<file path="src/rtl/rom_burst_arbiter.sv">
// Round-robin arbiter sharing one combinational ROM between two burst requesters.
// Each grant runs a fixed-length wrapping burst; returned words are registered and tagged.
module rom_burst_arbiter #(
  parameter int WIDTH  = 8,
  parameter int NUMBER = 3
) (
  input  logic              clk,
  input  logic              rst_n,
  input  logic              req0,
  input  logic [NUMBER-1:0] addr0,
  input  logic [NUMBER-1:0] len0,
  output logic              gnt0,
  input  logic              req1,
  input  logic [NUMBER-1:0] addr1,
  input  logic [NUMBER-1:0] len1,
  output logic              gnt1,
  output logic              rom_read,
  output logic [NUMBER-1:0] rom_addr,
  input  logic [WIDTH-1:0]  rom_data,
  output logic [WIDTH-1:0]  rd_data,
  output logic              rd_valid0,
  output logic              rd_valid1,
  output logic              rd_last,
  output logic              busy
);

  typedef enum logic [0:0] {IDLE = 1'b0, BURST = 1'b1} state_e;

  state_e            state_q, state_d;
  logic              prio_q, prio_d;
  logic              owner_q, owner_d;
  logic [NUMBER-1:0] cur_addr_q, cur_addr_d;
  logic [NUMBER-1:0] cnt_q, cnt_d;
  logic              gnt0_q, gnt0_d;
  logic              gnt1_q, gnt1_d;
  logic              busy_q, busy_d;
  logic [WIDTH-1:0]  rd_data_q, rd_data_d;
  logic              rd_valid0_q, rd_valid0_d;
  logic              rd_valid1_q, rd_valid1_d;
  logic              rd_last_q, rd_last_d;
  logic              pick1_s;

  // Requester 1 wins when it is alone or when both ask and it holds priority.
  assign pick1_s = req1 & (~req0 | prio_q);

  // Next-state and next-output computation for the arbiter/burst FSM.
  always_comb begin
    state_d     = state_q;
    prio_d      = prio_q;
    owner_d     = owner_q;
    cur_addr_d  = cur_addr_q;
    cnt_d       = cnt_q;
    gnt0_d      = 1'b0;
    gnt1_d      = 1'b0;
    busy_d      = busy_q;
    rd_data_d   = rd_data_q;
    rd_valid0_d = 1'b0;
    rd_valid1_d = 1'b0;
    rd_last_d   = 1'b0;
    case (state_q)
      IDLE: begin
        if (req0 || req1) begin
          state_d    = BURST;
          owner_d    = pick1_s;
          prio_d     = ~pick1_s;
          cur_addr_d = pick1_s ? addr1 : addr0;
          cnt_d      = pick1_s ? len1 : len0;
          gnt0_d     = ~pick1_s;
          gnt1_d     = pick1_s;
          busy_d     = 1'b1;
        end else begin
          cur_addr_d = {NUMBER{1'b0}};
          busy_d     = 1'b0;
        end
      end
      BURST: begin
        rd_data_d   = rom_data;
        rd_valid0_d = ~owner_q;
        rd_valid1_d = owner_q;
        rd_last_d   = (cnt_q == {NUMBER{1'b0}});
        cnt_d       = cnt_q - NUMBER'(1);
        // The address register doubles as the ROM address, so it returns to 0 in IDLE.
        if (cnt_q == {NUMBER{1'b0}}) begin
          state_d    = IDLE;
          busy_d     = 1'b0;
          cur_addr_d = {NUMBER{1'b0}};
        end else begin
          cur_addr_d = cur_addr_q + NUMBER'(1);
        end
      end
      default: begin
        state_d    = IDLE;
        busy_d     = 1'b0;
        cur_addr_d = {NUMBER{1'b0}};
      end
    endcase
  end

  // State and registered outputs; reset abandons any burst in flight.
  always_ff @(posedge clk or negedge rst_n) begin
    if (!rst_n) begin
      state_q     <= IDLE;
      prio_q      <= 1'b0;
      owner_q     <= 1'b0;
      cur_addr_q  <= {NUMBER{1'b0}};
      cnt_q       <= {NUMBER{1'b0}};
      gnt0_q      <= 1'b0;
      gnt1_q      <= 1'b0;
      busy_q      <= 1'b0;
      rd_data_q   <= {WIDTH{1'b0}};
      rd_valid0_q <= 1'b0;
      rd_valid1_q <= 1'b0;
      rd_last_q   <= 1'b0;
    end else begin
      state_q     <= state_d;
      prio_q      <= prio_d;
      owner_q     <= owner_d;
      cur_addr_q  <= cur_addr_d;
      cnt_q       <= cnt_d;
      gnt0_q      <= gnt0_d;
      gnt1_q      <= gnt1_d;
      busy_q      <= busy_d;
      rd_data_q   <= rd_data_d;
      rd_valid0_q <= rd_valid0_d;
      rd_valid1_q <= rd_valid1_d;
      rd_last_q   <= rd_last_d;
    end
  end

  assign gnt0      = gnt0_q;
  assign gnt1      = gnt1_q;
  assign rom_read  = busy_q;
  assign busy      = busy_q;
  assign rom_addr  = cur_addr_q;
  assign rd_data   = rd_data_q;
  assign rd_valid0 = rd_valid0_q;
  assign rd_valid1 = rd_valid1_q;
  assign rd_last   = rd_last_q;

endmodule

</file>
<file path="config.mk">
export PLATFORM = sky130hd
export DESIGN_NAME = rom_burst_arbiter
export DESIGN_NICKNAME = d
export VERILOG_FILES = /design/src/rtl/rom_burst_arbiter.sv
export SDC_FILE = /design/constraint.sdc
export NUM_CORES = 1
export LEC_CHECK = 0
export BUFFER_PORTS_ARGS = -buffer_cell sky130_fd_sc_hd__buf_4
export CAP_MARGIN = 10
export CORE_UTILIZATION = 47
export CTS_CLUSTER_DIAMETER = 80
export DETAILED_ROUTE_END_ITERATION = 10
export GPL_TIMING_DRIVEN = 0
export HOLD_SLACK_MARGIN = 0.03
export PLACE_DENSITY = 0.78
export SKIP_LAST_GASP = 1
export SYNTH_ARGS = -nofsm -noshare
export SYNTH_HDL_FRONTEND = slang
export SYNTH_SLANG_ARGS = --single-unit
export TNS_END_PERCENT = 100
</file>
<file path="constraint.sdc">
create_clock -name clk -period 1.5 [get_ports clk]
set_input_delay 0 -clock clk [delete_from_list [all_inputs] [get_ports clk]]
set_output_delay 0 -clock clk [all_outputs]
set_load 0.05 [all_outputs]
</file>
==> results of run 1 <==
state kept, by name, indices dropped and copies added, names as in the netlist:
register,cells
rd_last,1
gnt0,1
busy,1
rd_valid1,1
owner_q,1
state_q,1
gnt1,1
prio_q,1
rd_valid0,1
rom_addr,3
cnt_q,3
rd_data,8
report_power, final:
group	switching, mW	leakage, nW	internal, mW
combinational	1.09	0.486	0.700
sequential	0.121	0.274	0.866
clock	0.177	0.0150	0.104
total	1.39	0.775	1.67
logic make-up after synthesis:
logic type | Yosys count | share of synthesized area, %
flip-flops | 23 | 54.4
XOR/XNOR | 1 | 0.829
AO/OA/AOI/OAI | 16 | 12.2
buffers and inverters | 8 | 4.14
adder cells (fa/ha/maj) | 3 | 3.55
multiplexers | 9 | 9.94
AND/OR/NAND/NOR | 28 | 14.9
timing repair:
action	in CTS	in global routing
endpoints found under the hold margin	36	0
setup endpoints to repair	0	0
setup buffers	0	0
hold buffers	14	0
area by class of cell:
class                           count  area [um2]  area share (%)
Timing Repair Buffer               55         448            28.6
Tap cell                           27        33.8            2.16
Inverter                            2        7.51           0.479
Multi-Input combinational cell     57         438            28.0
Clock buffer                        4        26.3            1.68
Buffer                              6        36.3            2.32
Sequential cell                    23         577            36.8
stage by stage:
step | util (%) | hold slack, ns | instances
3_5_place_dp | 68.6 | -0.0935 | 156
6_report | 76.7 | 0.0436 | 174
3_3_place_gp | 68.6 | -0.0959 | 156
4_1_cts | 76.7 | 0.0417 | 174
2_1_floorplan | - | -0.296 | 88
5_1_grt | 76.7 | 0.0386 | 174
metal layers:
| metal | track usage (%) | wire length [um] |
|---|---|---|
| met5 | 0 | 0 |
| met4 | 8.57 | 32 |
| met3 | 3.43 | 133 |
| met2 | 35.8 | 1100 |
| met1 | 24.9 | 993 |
worst min-delay path, stage by stage:
cell and delay (ns):
buf_4 0.07, and3_1 0.14, o31a_1 0.11
cell usage in the layout (no fill, tap or decap), drive strengths merged, types with 3 or more instances in the layout:
cell type | Yosys | layout
ha | 3 | 3
mux2 | 9 | 9
nor2 | 4 | 4
clkbuf | 2 | 6
dfrtp | 23 | 23
a21oi | 3 | 3
nand2 | 5 | 5
dlygate4sd3 | 0 | 14
and3 | 7 | 7
nand2b | 3 | 3
a221o | 3 | 3
buf | 4 | 45
final timing paths:
kind                             start  slack (ns)  depth (start not counted)     endpoint
max                        rom_addr[0]        0.16                          4  rom_addr[2]
min                            len1[0]        0.04                          3     cnt_q[0]
max reg2reg                rom_addr[0]        0.16                          4  rom_addr[2]
min reg2reg                    owner_q        0.46                          1    rd_valid0
max in group asynchronous        rst_n        1.17                          2  rom_addr[0]
min in group asynchronous        rst_n        0.10                          2   rd_data[1]
==> impl_metrics.yaml, run 1 <==
cts:
  clkSinkCount: 23
  clkSlewWorstSetupHoldPaths_ns: 0.12
  post_cts_resize_count: 0
  cts_tree: "done"
  ctsLongestPathBuffers: 2
  clk_latency_ns: 0.31
  htreeDepth: 1
  cts_made_buffers: 3
  root_buffer: "clkbuf_4"
setup_path:
  cp_slowest_cell: "dfrtp_2"
  critPathMaxFanout: 3
  start_kind: "flop"
  path_cells: "ha_1 -> xor2_1 -> and3_1 -> a221o_1"
  crit_type: "reg -> reg"
  arrival_ns: 1.54
  slowest_delay_ns: 0.43
  cp_top_family: "flip-flops"
  critPathBufInv: 0
  cp-end-kind: "flop"
  cp.required_ns: 1.70
synthesis:
  syn_avg_cell_area_um2: 12.0
  yosysMostFrequentCell: "dfrtp_1"
  syn_area_um2: 1060
  synth_top_cell_area_share_pct: 54.4
  syn_nets: 115
  synth_cells: 88
  yosys_register_bits: 23
  synth_top_area_cell: "dfrtp_1"
  yosys-top-cells-area: "dfrtp_1 54%, mux2_1 8.5%, and3_1 3.6%, ha_1 3.6%, a221o_1 2.8%"
  synth_commonest_cells: "23 x dfrtp_1, 8 x mux2_1, 6 x and3_1, 5 x nand2_1, 4 x nor2_1"
  ys_warn_count: 0
  synth-main-ff-cell: "dfrtp_1"
  async_flop_share_pct: 100
  synth_edf_count: 0
  yosysSeqAreaShare_pct: 54.4
  yosysUniqueCellTypes: 34
job:
  max-cap-violations: 0
global_routing:
  grt_pass1_wl_um: 3780
  grt_pass1_vias: 881
  antenna_found_initial: 0
  grt_usage_pct: 20.5
  grt_overflow: 0
  grt_max_degree: 24
timing:
  period_share_pct: 89.3
  rsz0062_at_grt: "no"
  worst_slew_pin_slew_ns: 0.387
  period_minus_slack_ns: 1.34
  slew_headroom_pct: 74.2
  hold_violations: 0
  max_freq_ghz: 0.747
  setup_violations: 0
  fin_tns_setup_ns: 0
  maxSlewViolCount: 0
  fin_worst_skew_ns: 0.00527
  setup_slack_ns: 0.161
floorplanning:
  die_w_um: 49.4
  die_h_um: 49.4
  io_pins: 42
  core-area_um2: 2040
  dieArea_um2: 2440
  num_rows: 16
  initial_core_util_pct: 51.8
detailed_routing:
  wirelength_um: 2260
  drc: 0
  dr.pass1.iters: 4
  drt-wirelength-per-cell_um: 13.0
  drtAntennaViolNets: 0
  vias: 900
  first_iter_violations: 2
  viasPerCell: 5.17
power:
  power.leakage_nw: 0.775
  total_power_mw: 3.06
  powerDensity_nw_per_um2: 1950
  peakVddDrop_mv: 1.12
final_layout:
  fillCellCount: 148
  diodes: 0
  final_area_um2: 1570
  syn_to_final_growth_pct: 48.2
  drive_gt1_share_pct: 36.7
  fin_nets: 175
run_status:
  outcome: "completed"
placed_design:
  place_ws_ns: 0.192
  port_buffers: 41
  gp_congestion: 0.756
  placed_area_um2: 1400
hold_path:
  hold_class: "in -> reg"
No activity file was read; power rests on OpenSTA's default activity.
==> inputs of run 2 (changes only) <==
--- a/config.mk
+++ b/config.mk
@@ -7,12 +7,12 @@
 export LEC_CHECK = 0
 export BUFFER_PORTS_ARGS = -buffer_cell sky130_fd_sc_hd__buf_4
 export CAP_MARGIN = 10
-export CORE_UTILIZATION = 47
+export CORE_UTILIZATION = 42
 export CTS_CLUSTER_DIAMETER = 80
 export DETAILED_ROUTE_END_ITERATION = 10
 export GPL_TIMING_DRIVEN = 0
 export HOLD_SLACK_MARGIN = 0.03
-export PLACE_DENSITY = 0.78
+export PLACE_DENSITY = 0.73
 export SKIP_LAST_GASP = 1
 export SYNTH_ARGS = -nofsm -noshare
 export SYNTH_HDL_FRONTEND = slang
==> constraint.sdc (replaced) <==
create_clock -name clk -period 1.2 [get_ports clk]
set_input_delay 0 -clock clk [delete_from_list [all_inputs] [get_ports clk]]
set_output_delay 0 -clock clk [all_outputs]
set_load 0.05 [all_outputs]
==> run 2 against run 1 <==
The flow now finishes with violations (negative setup slack); global-route usage fell by 0.53 points; core utilization fell by 1.7 points; critical path depth did not move; worst hold slack got worse by 0.0044 ns; sequential power rose by 31%; sequential share of layout area fell by 3.3 points; via count rose by 3.2%; cell count rose by 4.6%; first-iteration DRC count rose to 12 times the previous value; combinational power rose by 50%; critical path type unchanged.
==> impl_metrics.yaml, run 2 (synthesis results as in run 1) <==
detailed_routing:
  viasPerCell: 5.10
  drt-wirelength-per-cell_um: 14.5
  vias: 929
  dr.pass1.iters: 4
  drtAntennaViolNets: 0
  drc: 0
  wirelength_um: 2640
  first_iter_violations: 23
timing:
  maxSlewViolCount: 0
  period_share_pct: 104
  rsz0062_at_grt: "yes"
  setup_violations: 3
  fin_tns_setup_ns: -0.0699
  period_minus_slack_ns: 1.25
  hold_violations: 0
  worst_slew_pin_slew_ns: 0.426
  slew_headroom_pct: 71.6
  fin_worst_skew_ns: 0.00179
  max_freq_ghz: 0.802
  setup_slack_ns: -0.0476
cts:
  cts_made_buffers: 3
  ctsLongestPathBuffers: 2
  htreeDepth: 1
  clkSlewWorstSetupHoldPaths_ns: 0.12
  cts_tree: "done"
  clkSinkCount: 23
  clk_latency_ns: 0.32
  root_buffer: "clkbuf_4"
final_layout:
  diodes: 0
  fin_nets: 182
  layout_commonest_cell: "buf_4"
  largest_reg_flops: 8
  fillCellCount: 158
  drive_gt1_share_pct: 48.7
  post-route-util_pct: 75.0
  mostFrequentLayoutCells: "49 x buf_4, 21 x dfrtp_1, 14 x dlygate4sd3_1, 8 x mux2_1"
  syn_to_final_growth_pct: 63.0
floorplanning:
  core-area_um2: 2300
  die_w_um: 52.2
  die_h_um: 52.2
  num_rows: 17
  initial_core_util_pct: 46.0
  dieArea_um2: 2720
  io_pins: 42
placed_design:
  place_hpwl_um: 1580
  gp_congestion: 0.822
  port_buffers: 41
run_status:
  violations: "negative setup slack"
  outcome: "finished with violations"
setup_path:
  path_cells: "ha_4 -> xor2_2 -> and3_1 -> a221o_1"
  start_kind: "flop"
  cp_slowest_cell: "dfrtp_2"
  critPathMaxFanout: 2
  cp-end-kind: "flop"
  crit_type: "reg -> reg"
  arrival_ns: 1.47
  slowest_delay_ns: 0.45
  cp.required_ns: 1.42
global_routing:
  grt_max_degree: 24
  antenna_found_initial: 0
  grt_pass1_wl_um: 3810
  grt_usage_pct: 20.0
  grt_pass1_vias: 883
  grt_overflow: 0
power:
  peakVddDrop_mv: 1.38
  powerDensity_nw_per_um2: 2520
  power.leakage_nw: 0.833
job:
  max-cap-violations: 0
hold_path:
  hold_class: "in -> reg"
-- run 2: cell count changes in the layout (fill, tap and decap cells not counted), sizes merged --
cell,delta
clkbuf,-1
nand2b,+1
clkinv,+1
buf,+6
-- run 2: what timing repair did --
| item | 4_1_cts | 5_1_grt |
|---|---|---|
| hold buffers | 14 | 0 |
| resized for setup | 7 | 15 |
| endpoints found under the setup margin | 15 | 14 |
| hold endpoints to repair | 36 | 0 |
| cloned | 0 | 1 |
| pin swaps | 3 | 6 |
| buffers inserted | 5 | 2 |
-- run 2: layer usage --
| metal | GRT usage, % | vias to the layer above | part of all wire, % |
|---|---|---|---|
| li1 | - | 441 | - |
| met1 | 22.0 | 456 | 41 |
| met2 | 37.4 | 29 | 55 |
| met3 | 2.90 | 3 | 3.6 |
| met4 | 9.21 | 0 | 1.3 |
| met5 | 0 | - | 0 |
-- run 2: layout make-up --
| type | instances | area [um2] | area share, % |
|---|---|---|---|
| Tap cell | 28 | 35.0 | 2.03 |
| Buffer | 5 | 38.8 | 2.25 |
| Timing Repair Buffer | 62 | 500 | 29.0 |
| Inverter | 2 | 7.51 | 0.436 |
| Multi-Input combinational cell | 58 | 536 | 31.1 |
| Sequential cell | 23 | 578 | 33.6 |
| Clock buffer | 3 | 22.5 | 1.31 |
| Clock inverter | 1 | 5.00 | 0.290 |
-- run 2: where the power goes --
group          switching (mW)  total [mW]  leakage (nW)  internal [mW]
clock                   0.240       0.365        0.0177          0.125
sequential              0.198        1.29         0.273           1.09
combinational            1.50        2.69         0.542           1.19
-- run 2: worst paths after layout --
path                               end  depth (start not counted)  slack (ns)        start
max                        rom_addr[2]                          4       -0.05  rom_addr[0]
min                           cnt_q[0]                          3        0.04      len0[0]
max reg2reg                rom_addr[2]                          4       -0.05  rom_addr[0]
min reg2reg                  rd_valid0                          1        0.46      owner_q
max in group asynchronous  rom_addr[1]                          2        0.85        rst_n
min in group asynchronous   rd_data[7]                          2        0.12        rst_n
-- run 2: metrics by stage --
stage | hold WS (ns) | total power [mW] | cell area, um2 | setup WS, ns | instances
floorplan | -0.296 | 2.87 | 1080 | -0.168 | 88
global placement | -0.0950 | 3.44 | 1420 | -0.0930 | 157
detailed placement | -0.0925 | 3.49 | 1420 | -0.121 | 157
CTS | 0.0394 | 4.02 | 1640 | -0.0560 | 179
global route | 0.0449 | 4.56 | 1720 | -0.0742 | 182
finish | 0.0392 | 4.34 | 1720 | -0.0476 | 182
-- run 2: worst max-delay path, delay by kind of cell, from the launching register on --
family	cells	cell delay, ns
flip-flops	1	0.45
AO/OA/AOI/OAI	1	0.25
adder cells (fa/ha/maj)	1	0.17
XOR/XNOR	1	0.14
AND/OR/NAND/NOR	1	0.14
